### src/rtl/math_pkg.sv
// ============================================================================
// math_pkg -- shared Q-format constants for the fixed-point div/mul blocks
// Rev 1.0 -- initial release
// ============================================================================
`default_nettype none

package math_pkg;

  localparam int Q_WIDTH = 25;
  localparam int Q_FBITS = 21;

  localparam logic signed [Q_WIDTH-1:0] Q_ONE = Q_WIDTH'(1) << Q_FBITS;
  localparam logic signed [Q_WIDTH-1:0] Q_MAX = {1'b0, {(Q_WIDTH-1){1'b1}}};
  localparam logic signed [Q_WIDTH-1:0] Q_MIN = {1'b1, {(Q_WIDTH-1){1'b0}}};

  localparam logic [1:0] DIV_S_IDLE  = 2'd0;
  localparam logic [1:0] DIV_S_INIT  = 2'd1;
  localparam logic [1:0] DIV_S_CALC  = 2'd2;
  localparam logic [1:0] DIV_S_ROUND = 2'd3;

endpackage

`default_nettype wire

### src/rtl/div.sv
// ============================================================================
// div -- signed fixed-point restoring divider, one quotient bit per cycle.
// Build macro DIV_ROUND_EN: round half-to-even instead of truncating.
// Rev 1.0 -- initial release
// ============================================================================
`default_nettype none

module div
  import math_pkg::*;
#(
  parameter int WIDTH = Q_WIDTH,
  parameter int FBITS = Q_FBITS
) (
  input  logic                    clk,
  input  logic                    rst,
  input  logic                    start,
  input  logic signed [WIDTH-1:0] a,
  input  logic signed [WIDTH-1:0] b,
  output logic                    busy,
  output logic                    done,
  output logic                    valid,
  output logic                    ovf,
  output logic                    dbz,
  output logic signed [WIDTH-1:0] val
);

  localparam int ITER = WIDTH + FBITS + 1;
  localparam int CW   = $clog2(ITER);
  localparam logic [CW-1:0]   LAST    = CW'(ITER - 1);
  localparam logic [ITER-1:0] POS_LIM = {{(FBITS+2){1'b0}}, {(WIDTH-1){1'b1}}};
  localparam logic [ITER-1:0] NEG_LIM = POS_LIM + ITER'(1);

  logic [1:0]              state_q, state_d;
  logic signed [WIDTH-1:0] a_q, a_d, b_q, b_d;
  logic                    sign_q, sign_d;
  logic [WIDTH-1:0]        bmag_q, bmag_d;
  logic [ITER-1:0]         num_q, num_d;
  logic [WIDTH-1:0]        rem_q, rem_d;
  logic [CW-1:0]           cnt_q, cnt_d;
  logic                    dbzp_q, dbzp_d;
  logic                    busy_q, busy_d, done_q, done_d;
  logic                    valid_q, valid_d, ovf_q, ovf_d, dbz_q, dbz_d;
  logic signed [WIDTH-1:0] val_q, val_d;

  logic [WIDTH-1:0] w_amag, w_bmag, w_diff, w_low;
  logic [WIDTH:0]   w_shift;
  logic             w_ge, w_ovf;
  logic [ITER-1:0]  w_mag;

  // Negating MIN wraps to 2^(WIDTH-1), which is the correct unsigned magnitude
  assign w_amag  = a_q[WIDTH-1] ? -a_q : a_q;
  assign w_bmag  = b_q[WIDTH-1] ? -b_q : b_q;
  assign w_shift = {rem_q, num_q[ITER-1]};
  assign w_ge    = w_shift >= {1'b0, bmag_q};
  assign w_diff  = w_shift[WIDTH-1:0] - bmag_q;

`ifdef DIV_ROUND_EN
  logic w_inc;
  assign w_inc = num_q[0] & ((rem_q != '0) | num_q[1]);
  assign w_mag = {1'b0, num_q[ITER-1:1]} + ITER'(w_inc);
`else
  assign w_mag = {1'b0, num_q[ITER-1:1]};
`endif

  assign w_ovf = w_mag > (sign_q ? NEG_LIM : POS_LIM);
  assign w_low = w_mag[WIDTH-1:0];

  always_ff @(posedge clk) begin
    if (rst) state_q <= DIV_S_IDLE;
    else     state_q <= state_d;
  end

  // A start seen while done is high is dropped so back-to-back pulses need a gap
  always_comb begin
    state_d = state_q;
    case (state_q)
      DIV_S_IDLE:  if (start && !done_q) state_d = DIV_S_INIT;
      DIV_S_INIT:  state_d = (b_q == '0) ? DIV_S_ROUND : DIV_S_CALC;
      DIV_S_CALC:  if (cnt_q == LAST) state_d = DIV_S_ROUND;
      DIV_S_ROUND: state_d = DIV_S_IDLE;
      default:     state_d = DIV_S_IDLE;
    endcase
  end

  always_comb begin
    a_d     = a_q;
    b_d     = b_q;
    sign_d  = sign_q;
    bmag_d  = bmag_q;
    num_d   = num_q;
    rem_d   = rem_q;
    cnt_d   = cnt_q;
    dbzp_d  = dbzp_q;
    busy_d  = busy_q;
    done_d  = 1'b0;
    valid_d = valid_q;
    ovf_d   = ovf_q;
    dbz_d   = dbz_q;
    val_d   = val_q;
    case (state_q)
      DIV_S_IDLE: begin
        if (start && !done_q) begin
          a_d     = a;
          b_d     = b;
          sign_d  = a[WIDTH-1] ^ b[WIDTH-1];
          busy_d  = 1'b1;
          valid_d = 1'b0;
          ovf_d   = 1'b0;
          dbz_d   = 1'b0;
          val_d   = '0;
        end
      end
      DIV_S_INIT: begin
        bmag_d = w_bmag;
        num_d  = {w_amag, {(FBITS+1){1'b0}}};
        rem_d  = '0;
        cnt_d  = '0;
        dbzp_d = (b_q == '0);
      end
      DIV_S_CALC: begin
        // Dividend bits shift out the top while quotient bits shift in at the bottom
        num_d = {num_q[ITER-2:0], w_ge};
        rem_d = w_ge ? w_diff : w_shift[WIDTH-1:0];
        cnt_d = cnt_q + CW'(1);
      end
      DIV_S_ROUND: begin
        busy_d = 1'b0;
        done_d = 1'b1;
        if (dbzp_q) begin
          dbz_d   = 1'b1;
          ovf_d   = 1'b0;
          valid_d = 1'b0;
          val_d   = '0;
        end else if (w_ovf) begin
          ovf_d   = 1'b1;
          valid_d = 1'b0;
          val_d   = '0;
        end else begin
          valid_d = 1'b1;
          val_d   = sign_q ? -w_low : w_low;
        end
      end
      default: busy_d = 1'b0;
    endcase
  end

  always_ff @(posedge clk) begin
    if (rst) begin
      a_q     <= '0;
      b_q     <= '0;
      sign_q  <= 1'b0;
      bmag_q  <= '0;
      num_q   <= '0;
      rem_q   <= '0;
      cnt_q   <= '0;
      dbzp_q  <= 1'b0;
      busy_q  <= 1'b0;
      done_q  <= 1'b0;
      valid_q <= 1'b0;
      ovf_q   <= 1'b0;
      dbz_q   <= 1'b0;
      val_q   <= '0;
    end else begin
      a_q     <= a_d;
      b_q     <= b_d;
      sign_q  <= sign_d;
      bmag_q  <= bmag_d;
      num_q   <= num_d;
      rem_q   <= rem_d;
      cnt_q   <= cnt_d;
      dbzp_q  <= dbzp_d;
      busy_q  <= busy_d;
      done_q  <= done_d;
      valid_q <= valid_d;
      ovf_q   <= ovf_d;
      dbz_q   <= dbz_d;
      val_q   <= val_d;
    end
  end

  assign busy  = busy_q;
  assign done  = done_q;
  assign valid = valid_q;
  assign ovf   = ovf_q;
  assign dbz   = dbz_q;
  assign val   = val_q;

endmodule

`default_nettype wire

### config.mk
export PLATFORM = sky130hd
export DESIGN_NAME = div
export DESIGN_NICKNAME = d
export VERILOG_FILES = /design/src/rtl/math_pkg.sv /design/src/rtl/div.sv
export SDC_FILE = /design/constraint.sdc
export NUM_CORES = 1
export LEC_CHECK = 0
export ABC_AREA = 1
export BUFFER_PORTS_ARGS = -buffer_cell sky130_fd_sc_hd__buf_2
export CORE_MARGIN = 2
export CORE_UTILIZATION = 56
export CTS_CLUSTER_DIAMETER = 60
export DETAILED_ROUTE_END_ITERATION = 6
export PLACE_DENSITY = 0.78
export SYNTH_ARGS = -nofsm -noshare
export SYNTH_HDL_FRONTEND = slang
export SYNTH_SLANG_ARGS = --single-unit
### constraint.sdc
create_clock -name clk -period 2.7 [get_ports clk]
set_clock_uncertainty 0.2 [all_clocks]
set_input_delay 0.675 -clock clk [delete_from_list [all_inputs] [get_ports clk]]
set_output_delay 0.675 -clock clk [all_outputs]
set_load 0.01 [all_outputs]
==> impl_metrics.json <==
{
  "grt_pass1_vias": 10859,
  "core_um2": 21000,
  "post_cts_setup_inserts": 0,
  "maxSlewHeadroom": 0.550,
  "setup.worst_path.class": "reg2reg",
  "fp.dieArea_um2": 22400,
  "yosys.area_share.adder": 0.0648,
  "min_delay_worst_endpoint": "b_q[8]$_SDFFE_PP0P_",
  "area_growth_pct": 10.7,
  "gp_congestion": 1.01,
  "synth.net_count": 1984,
  "yosys-top-cells-area": "sky130_fd_sc_hd__dfxtp_1 (31%), sky130_fd_sc_hd__nand2_1 (15%), sky130_fd_sc_hd__inv_1 (8.2%)",
  "slew_at_the_pin_closest_to_its_max_slew_limit_ns": 0.675,
  "antennaDiodeCount": 0,
  "synth-edff-count": 0,
  "netlist_area_before_placement_um2": 11900,
  "syn_avg_cell_area_um2": 6.36,
  "worst_hold_path.num_cells": 3,
  "min-delay-path-class": "in2reg",
  "timing.final.setup_violations": 0,
  "fmaxAchievable_mhz": 391,
  "place.detailed.hpwl_um": 22600,
  "layout.cell_area.non_filler_um2": 13200,
  "critical_path_launch_point_type": "flop",
  "synth.yosys.seq_area_share": 0.315,
  "cts_htree_levels": 4,
  "irDropWorstVdd_mv": 0.726,
  "fill_cells": 2026,
  "clock_insertion_delay_worst_skew_ns": 0.44,
  "maxSlewViolCount": 0,
  "io_buffer_count": 82,
  "clock_tree_from_tritoncts": "yes",
  "drive_above_1_share": 0.0910,
  "yosysTopAreaCell": "sky130_fd_sc_hd__dfxtp_1",
  "synth_seq_cells": 187,
  "critPathSlowestCell": "sky130_fd_sc_hd__fa_1",
  "route.detailed.wl_per_inst_um": 14.3,
  "most_frequently_used_cell_type_in_the_post_synthesis_netlist": "sky130_fd_sc_hd__nand2_1",
  "power-per-cell-area_nw_per_um2": 1190,
  "cts_made_buffers": 17,
  "count_of_warnings_emitted_by_yosys": 0,
  "grt_start_max_net_pins": 117,
  "worst-r2r-setup-slack_ns": 0.14,
  "drtAntennaViolNets": 0,
  "routed-via-count": 12113,
  "grt_first_pass_wirelength_um": 52500,
  "total_leakage_power_nw": 6.29,
  "max_cap_violations": 0,
  "crit_path_max_incr_delay_ns": 0.41,
  "drtIter0Drc": 916,
  "postSynth.asyncResetShare": 0,
  "clockBufferDepth": 2,
  "placement_cell_area_um2": 12600,
  "timing.final.hold_violations": 0,
  "period_needed_ns": 2.56,
  "finalWirelength_um": 31600,
  "number_of_antenna_violations_at_the_first_check_in_global_routing": 0,
  "detailed_route_drc_error_count": 0,
  "avgViaCountPerCell": 5.48,
  "fin_worst_hold_slack_ns": 0.250,
  "startpoint": "num_q[46]$_SDFFE_PP0P_",
  "grt.total_usage": 0.287,
  "synth.top_cells.by_count": "sky130_fd_sc_hd__nand2_1 (475), sky130_fd_sc_hd__inv_1 (261), sky130_fd_sc_hd__a21oi_1 (191)",
  "cts.clk_slew.worst_paths_ns": 0.07,
  "synth_top_family_by_area": "simple AND/OR/NAND/NOR gates",
  "hold_path.startpoint": "b[8]",
  "synth_compound_gate_area_share": 0.158,
  "yosysTopAreaCellShare": 0.315,
  "yosys_most_used_dff": "sky130_fd_sc_hd__dfxtp_1",
  "critical_path.cell_chain": "inv_1 -> ha_1 -> fa_1 -> inv_1 -> nand3_1 -> nand3_2 -> nand2_1 -> nand2_1 -> nand3_1 -> nand2_1 -> nand2_1 -> nand3_1 -> nand3_1 -> a21oi_1",
  "run_status": "complete, no violations",
  "cts.root.buffer_cell": "sky130_fd_sc_hd__clkbuf_16",
  "post_synth_mux_area_share": 0,
  "critical_path.endpoint_type": "flop",
  "worst-endpoint-arrival_ns": 2.73,
  "die_y_um": 150,
  "numClockSinks": 187,
  "placementRows": 53,
  "critical_path_required_ns": 2.87,
  "num-nets-final": 2036,
  "die_width_um": 150,
  "critical_path.max_fanout": 4,
  "rr_endpoint": "rem_q[16]$_SDFFE_PP0P_",
  "worst_r2r_path_depth": 14,
  "globalRouteOverflowTotal": 0,
  "synthSimpleGateAreaFrac": 0.324,
  "setup_total_negative_slack_ns": 0,
  "floorplan.io_pins": 83,
  "timing.final.crit_share": 0.948,
  "reg2reg_from": "num_q[46]$_SDFFE_PP0P_",
  "final_core_util": 0.629,
  "first_pass_iteration_count_of_the_detailed_router": 6,
  "synth.distinct_cells": 46,
  "post_synth_inst_count": 1870,
  "floorplan.initialDensity": 0.568,
  "synth_xor_area_frac": 0.0265
}
==> critical path, delay by kind of cell, from the launching register on <==
| kind | cells | cell delay, ns |
|---|---|---|
| and+or+nand+nor | 9 | 0.96 |
| DFF | 1 | 0.33 |
| adders and majority gates | 2 | 0.63 |
| AOI/OAI and AO/OA | 1 | 0.14 |
| buffers and inverters | 2 | 0.22 |
==> how the worst max path moves through the flow <==
| stage | end | slack [ns] |
|---|---|---|
| floorplan | val[14]$_SDFFE_PP0P_ | 0.03 |
| global placement | rem_q[16]$_SDFFE_PP0P_ | 0.19 |
| detailed placement | rem_q[16]$_SDFFE_PP0P_ | 0.16 |
| CTS | rem_q[16]$_SDFFE_PP0P_ | 0.12 |
| global route | rem_q[16]$_SDFFE_PP0P_ | -0.002 |
| finish | rem_q[16]$_SDFFE_PP0P_ | 0.14 |
==> per-layer routing <==
layer	vias up	part of all wire	global-route usage
li1	6195	-	-
met1	5405	0.48	0.417
met2	453	0.43	0.444
met3	60	0.076	0.0445
met4	0	0.019	0.0750
met5	-	0	0
==> cells by family (layout without fill, tap and decap cells) <==
family,Yosys count,after routing
xor gates and xnor gates,36,36
adders and majority gates,61,61
buffers and inverters,344,409
DFF,187,187
AOI/OAI and AO/OA,350,350
and+or+nand+nor,892,892
==> through the flow <==
step                      setup slack (ns)  total power [mW]  instances
after floorplan                     0.0254              10.8       1870
after global routing              -0.00224              17.0       2210
after CTS                            0.119              15.5       2210
after detailed placement             0.157              12.9       2178
final                                0.140              15.6       2210
after global placement               0.189              12.7       2178
==> registers in the layout, indices dropped and copies added, names as in the netlist, 2 cells and up <==
name     count
b_q         25
bmag_q      25
a_q         25
state_q      2
val         25
rem_q       25
num_q       47
cnt_q        6
==> where the power goes <==
part / leakage (nW) / switching (mW) / internal (mW)
clock: 0.295 / 1.20 / 1.34
combinational: 4.47 / 6.40 / 2.97
sequential: 1.52 / 0.414 / 3.32
total: 6.29 / 8.02 / 7.63
==> area by class of cell <==
class                      instances  area [um^2]  share of cell area
clock inverter                    14          154              0.0117
clock buffer                      18          439              0.0333
tap                              275          344              0.0261
sequential                       187         3740               0.284
inverter                         268         1010              0.0764
multi-input combinational       1339         6830               0.518
timing repair buffer             109          657              0.0499
==> timing repair <==
action / 4_1_cts / 5_1_grt
endpoints found under the setup margin: 0 / 8
resized for setup: 0 / 2
hold buffers: 0 / 0
==> placed cells by master, fill, tap and decap left out, types with 16 or more instances in the layout <==
cell and n:
sky130_fd_sc_hd__clkbuf_16 17, sky130_fd_sc_hd__nand4_1 70, sky130_fd_sc_hd__dfxtp_1 186, sky130_fd_sc_hd__buf_2 81, sky130_fd_sc_hd__a31oi_1 16, sky130_fd_sc_hd__nand2_1 475, sky130_fd_sc_hd__nor2_1 180, sky130_fd_sc_hd__ha_1 60
sky130_fd_sc_hd__xor2_1 21, sky130_fd_sc_hd__nand3_1 114, sky130_fd_sc_hd__inv_1 258, sky130_fd_sc_hd__o21ai_0 95, sky130_fd_sc_hd__buf_4 24, sky130_fd_sc_hd__a21oi_1 191
Note: power is estimated with default switching activity, not from simulation.
